[src/rtl/tone_pkg.sv]
`default_nettype none
// ---------------------------------------------------------------------------
// tone_pkg : shared width defaults and the mixer's saturating add
// Revision : 1.0
// ---------------------------------------------------------------------------
package tone_pkg;

  localparam int AMP_W_DEF = 16;
  localparam int DIV_W_DEF = 27;

  // Adds two sign-extended operands and clamps the result to a w-bit signed range.
  function automatic logic signed [63:0] sat_add(input logic signed [63:0] a,
                                                 input logic signed [63:0] b,
                                                 input int w);
    logic signed [63:0] s;
    logic signed [63:0] hi;
    logic signed [63:0] lo;
    s  = a + b;
    hi = (64'sd1 <<< (w - 1)) - 64'sd1;
    lo = -(64'sd1 <<< (w - 1));
    if (s > hi)      sat_add = hi;
    else if (s < lo) sat_add = lo;
    else             sat_add = s;
  endfunction

endpackage
`default_nettype wire

[src/rtl/tone_channel.sv]
`default_nettype none
// ---------------------------------------------------------------------------
// tone_channel : one square-wave oscillator with linear envelope and sample register
// Revision     : 1.0
// ---------------------------------------------------------------------------
module tone_channel
  import tone_pkg::*;
#(
  parameter int DIV_W     = DIV_W_DEF,
  parameter int AMP_W     = AMP_W_DEF,
  parameter int RAMP_STEP = 64
) (
  input  logic             clk,
  input  logic             rst,
  input  logic             tick,
  input  logic [DIV_W-1:0] div,
  input  logic [AMP_W-2:0] vol,
  input  logic             en,
  output logic [AMP_W-1:0] audio,
  output logic             busy
);

  localparam logic [AMP_W-1:0] STEP = AMP_W'(RAMP_STEP);

  logic [DIV_W-1:0] cnt;
  logic [DIV_W-1:0] adiv;
  logic             ph;
  logic [AMP_W-2:0] amp;
  logic [AMP_W-2:0] amp_nxt;
  logic [AMP_W-1:0] amp_up;
  logic [AMP_W-1:0] amp_dn;
  logic [AMP_W-1:0] vol_x;

  // Guard bit: amp_dn MSB set means the subtraction went below zero.
  assign vol_x  = {1'b0, vol};
  assign amp_up = {1'b0, amp} + STEP;
  assign amp_dn = {1'b0, amp} - STEP;

  always_comb begin
    amp_nxt = amp;
    if (!en)
      amp_nxt = amp_dn[AMP_W-1] ? '0 : amp_dn[AMP_W-2:0];
    else if (amp < vol)
      amp_nxt = (amp_up > vol_x) ? vol : amp_up[AMP_W-2:0];
    else if (amp > vol)
      amp_nxt = (amp_dn[AMP_W-1] || (amp_dn < vol_x)) ? vol : amp_dn[AMP_W-2:0];
  end

  always_ff @(posedge clk or posedge rst) begin
    if (rst) begin
      cnt   <= '0;
      adiv  <= '0;
      ph    <= 1'b0;
      amp   <= '0;
      audio <= '0;
    end else begin
      // New divisors are only adopted at a wrap or while idle.
      if (adiv == '0) begin
        cnt  <= '0;
        ph   <= 1'b0;
        adiv <= div;
      end else if (cnt == adiv - 1'b1) begin
        cnt  <= '0;
        ph   <= ~ph;
        adiv <= div;
      end else begin
        cnt <= cnt + 1'b1;
      end

      if (tick)
        amp <= amp_nxt;

      if ((adiv == '0) || (amp == '0))
        audio <= '0;
      else if (ph)
        audio <= {1'b0, amp};
      else
        audio <= -{1'b0, amp};
    end
  end

  assign busy = (amp != '0);

endmodule
`default_nettype wire

[src/rtl/tone_synth.sv]
`default_nettype none
// ---------------------------------------------------------------------------
// tone_synth : multi-channel square-wave tone generator with saturating mixer
// Revision   : 1.0
// ---------------------------------------------------------------------------
module tone_synth
  import tone_pkg::*;
#(
  parameter int NCH       = 2,
  parameter int DIV_W     = DIV_W_DEF,
  parameter int AMP_W     = AMP_W_DEF,
  parameter int RAMP_DIV  = 1024,
  parameter int RAMP_STEP = 64
) (
  input  logic                   clk,
  input  logic                   rst,
  input  logic [NCH*DIV_W-1:0]   div,
  input  logic [NCH*(AMP_W-1)-1:0] vol,
  input  logic [NCH-1:0]         en,
  output logic [NCH*AMP_W-1:0]   audio,
  output logic [AMP_W-1:0]       audio_mix,
  output logic [NCH-1:0]         busy
);

  localparam int PRE_W = (RAMP_DIV > 1) ? $clog2(RAMP_DIV) : 1;
  localparam int MIX_W = AMP_W + ((NCH > 1) ? $clog2(NCH) : 0);

  logic [PRE_W-1:0]        pre;
  logic                    tick;
  logic signed [MIX_W-1:0] part;

  assign tick = (pre == PRE_W'(RAMP_DIV - 1));

  always_ff @(posedge clk or posedge rst) begin
    if (rst)       pre <= '0;
    else if (tick) pre <= '0;
    else           pre <= pre + 1'b1;
  end

  for (genvar i = 0; i < NCH; i++) begin : g_ch
    tone_channel #(
      .DIV_W    (DIV_W),
      .AMP_W    (AMP_W),
      .RAMP_STEP(RAMP_STEP)
    ) u_ch (
      .clk  (clk),
      .rst  (rst),
      .tick (tick),
      .div  (div[i*DIV_W +: DIV_W]),
      .vol  (vol[i*(AMP_W-1) +: (AMP_W-1)]),
      .en   (en[i]),
      .audio(audio[i*AMP_W +: AMP_W]),
      .busy (busy[i])
    );
  end

  // Exact sum of all but the last channel; the last is folded in by the clamp.
  always_comb begin
    part = '0;
    for (int i = 0; i < NCH - 1; i++)
      part = part + MIX_W'($signed(audio[i*AMP_W +: AMP_W]));
  end

  always_ff @(posedge clk or posedge rst) begin
    if (rst)
      audio_mix <= '0;
    else
      audio_mix <= AMP_W'(sat_add(64'(part),
                                  64'($signed(audio[(NCH-1)*AMP_W +: AMP_W])),
                                  AMP_W));
  end

endmodule
`default_nettype wire
[config.mk]
export PLATFORM = sky130hd
export DESIGN_NAME = tone_synth
export DESIGN_NICKNAME = d
export VERILOG_FILES = /design/src/rtl/tone_pkg.sv /design/src/rtl/tone_channel.sv /design/src/rtl/tone_synth.sv
export SDC_FILE = /design/constraint.sdc
export NUM_CORES = 1
export LEC_CHECK = 0
export BUFFER_PORTS_ARGS = -buffer_cell sky130_fd_sc_hd__buf_2
export CAP_MARGIN = 20
export CORE_MARGIN = 2
export CORE_UTILIZATION = 60
export CTS_CLUSTER_DIAMETER = 80
export DETAILED_ROUTE_END_ITERATION = 10
export PLACE_DENSITY = 0.82
export SKIP_CTS_REPAIR_TIMING = 1
export SYNTH_ARGS = -nofsm -noshare
export SYNTH_HDL_FRONTEND = slang
export SYNTH_SLANG_ARGS = --single-unit
[constraint.sdc]
create_clock -name clk -period 7.45 [get_ports clk]
set_input_delay 1.1175 -clock clk [delete_from_list [all_inputs] [get_ports clk]]
set_output_delay 1.1175 -clock clk [all_outputs]
set_load 0.02 [all_outputs]
==> results by group <==
Detailed routing
  • Initial DRC Count: ~780
  • Initial DRT Pass Iterations: 7
  • DRC Markers: 0
  • Detailed Route WL: 35.32 mm
  • Vias: 12160
  • Post-DRT Antenna Nets: 0
  • Vias per inst: 6.124
  • WL per Instance: approximately 18 um

Status
  • Status: complete, no violations

Clock tree
  • H-tree Lvls: 4
  • Clk_lat worst skew: approximately 0.43 ns
  • CTS tree: done
  • Clock Tree Buf Depth: 2
  • Clock slew at reported path FFs: around 0.080 ns
  • Total CTS buffers: 17
  • Clk root buf: clkbuf_16
  • CTS sink cnt: around 200

Logic synthesis
  • Post-synth EDFFs: 0
  • Top cell type's share of synthesized area: 0.3505
  • Synth async-reset ratio: 1.000
  • Cell count after synthesis: 1560
  • Flip-flop and latch count after synthesis: ~200
  • Syn nets: 1744
  • Post-synth top flop: dfrtp_1
  • Synth cell count leaders: dfrtp_1 (198), nor2_1 (186), xnor2_1 (111), nand2_1 (102), ha_1 (95)
  • Most frequent cell after synthesis: dfrtp_1
  • Sequential-to-total area share from yosys stat: 0.3505
  • Biggest area consumer among synthesized cells: dfrtp_1
  • Netlist Area Pre-Place: around 14000 sq um
  • Ys Warns: 0
  • Avg Cell Area, Syn: between 9 and 10 sq um
  • Synth unique cells: 85
  • Synth top area cells: dfrtp_1 (35%), ha_1 (8.4%), xnor2_1 (6.9%)

STA
  • RSZ-0062 raised after global routing: false
  • Final Skew: roughly 0.013 ns
  • Setup-failing EPs final: 0
  • Setup total negative slack: 0 ns
  • Tcrit/Tclk final: 0.6482
  • Hold Slack: ~0.48 ns
  • Slew Viols, Final: 0
  • Final setup margin: about 2.6 ns
  • Fmax: just over 200 MHz
  • Min Tclk post-route: a little under 5 ns
  • Hold Vio Cnt, Final: 0
  • Slew margin rel.: 0.2667
  • Slew @ Worst Pin: about 1.1 ns

Worst setup path
  • Crit Path Category: reg -> reg
  • Reg2reg path depth: 11
  • Worst setup EP type: flop
  • CP Launch Type: flop
  • Worst r2r dst: g_ch[0].u_ch.amp[8]
  • WP data required: between 7 and 8 ns
  • Critical R2R Launch: g_ch[0].u_ch.amp[9]
  • Flop2flop setup slack: between 2 and 3 ns
  • Crit path DAT: 5.15 ns
  • Crit path max fanout: 17

Global route
  • GR Util All Layers: 0.2917
  • Vias in the first global route: around 12000
  • First-pass GRT wire length: 58.14 mm
  • Initial antenna violation count: 0
  • Grt total ovfl: 0
  • Largest net degree at the start of global routing: around 130

Power and ir drop
  • Pwr Density: 170.8 nW/um^2
  • Leak: 7.016 nW
  • Max IR drop VDD: roughly 0.17 mV

Min path
  • Worst min path class: reg -> reg
  • Hold path endpoint: pre[4]
  • Hold depth: 1
  • Hold path start: pre[4]

Finish
  • Antenna diodes: 0
  • Nets: ~1800
  • Synth-to-layout area growth: 9.284%
  • Fin util: 0.6622
  • Fill count: between 1500 and 2000
  • Design Area, Final: 15450 sq um
  • Layout cells sized above 1: 0.1405

Placed design
  • Pre-CTS setup slack: ~2.8 ns
  • GP Congestion: approximately 0.95
  • Dpl hpwl: approximately 26 mm
  • PortBufs: 137
  • Placed Area: between 10000 and 15000 sq um

Run
  • Max_cap viols: 0

Die
  • Io pins: between 100 and 150
  • Die height: roughly 160 um
  • Die area: ~25000 sq um
  • Starting density of the core: 0.6059
  • Core Region: between 20000 and 25000 sq um
  • Die X-Extent: ~160 um
  • Core Rows: 56
metrics by stage:
stage | power (mW) | std cells
CTS | 2.648 | 1984
finish | 2.639 | 1985
global route | 2.767 | 1985
global placement | 1.725 | 1952
floorplan | 1.576 | 1560
detailed placement | 1.736 | 1952
layout make-up:
class	instances	area (sq um)	area share
clock inverter	15	141.4	0.009151
multi-input combinational	1218	8508	0.5507
tap	319	399.1	0.02583
sequential	198	4955	0.3207
timing repair buffer	144	735.7	0.04762
clock buffer	17	425.4	0.02753
inverter	74	285.3	0.01846
cell families after synthesis:
| group | Yosys count | share of synthesized area |
|---|---|---|
| flip-flops | 198 | 0.3505 |
| AND/OR/NAND/NOR | 571 | 0.2044 |
| buffers and inverters | 144 | 0.04797 |
| multiplexers | 42 | 0.03717 |
| XOR/XNOR | 192 | 0.1199 |
| adder cells (fa/ha/maj) | 96 | 0.08549 |
| AO/OA/AOI/OAI | 317 | 0.1545 |
routing by layer:
metal,GRT usage,vias up,wire length (um)
met2,0.4783,387,16470
met4,0.08961,0,836
met5,0,-,0
met3,0.06222,63,2348
li1,-,5776,-
met1,0.3880,5930,15670
sequential cells by signal, indices dropped and copies added (netlist names):
name / cells
g_ch.u_ch.adiv: 54
g_ch.u_ch.cnt: 54
g_ch.u_ch.audio: 32
g_ch.u_ch.amp: 30
audio_mix: 16
pre: 10
g_ch.u_ch.ph: 2
worst max path at each step:
stage                             start             endpoint  slack, ns
floorplan                           rst         audio_mix[0]       0.94
finish              g_ch[0].u_ch.amp[9]  g_ch[0].u_ch.amp[8]       2.62
detailed placement  g_ch[0].u_ch.amp[9]  g_ch[0].u_ch.amp[8]       2.82
CTS                 g_ch[0].u_ch.amp[9]  g_ch[0].u_ch.amp[8]       2.79
global placement    g_ch[0].u_ch.amp[9]  g_ch[0].u_ch.amp[0]       3.03
global route        g_ch[0].u_ch.amp[8]  g_ch[0].u_ch.amp[8]       2.29
power breakdown:
group          internal, mW  switching, mW  leakage [nW]
clock                 0.472          0.442         0.283
sequential             1.13         0.0697          2.43
combinational         0.215          0.306          4.30
critical path, cell delays in order (launching register included):
cell and delay, ns:
dfrtp_1 0.51, or3_1 0.47, nor3_1 0.42, nand2_1 0.14, xnor2_1 0.17, ha_1 0.31
nand4b_1 0.16, a2111oi_0 0.88, o21ai_1 0.51, a21bo_1 0.68, nor2_1 0.08, o41ai_1 0.37
layout by cell type (no fill, tap or decap), types with 15 or more instances in the layout:
master,n
nor2_1,186
a211oi_1,15
and3_1,40
a22o_1,26
nand2_1,102
nor3_1,31
xor2_1,80
nand3_1,57
xnor2_1,111
ha_1,95
nand4_1,18
dfrtp_1,198
a21o_1,18
or4_1,24
o21ai_0,49
clkbuf_16,17
a21oi_1,81
buf_2,137
nor4_1,24
inv_1,72
mux2_4,18
Note: power is estimated with default switching activity, not from simulation.
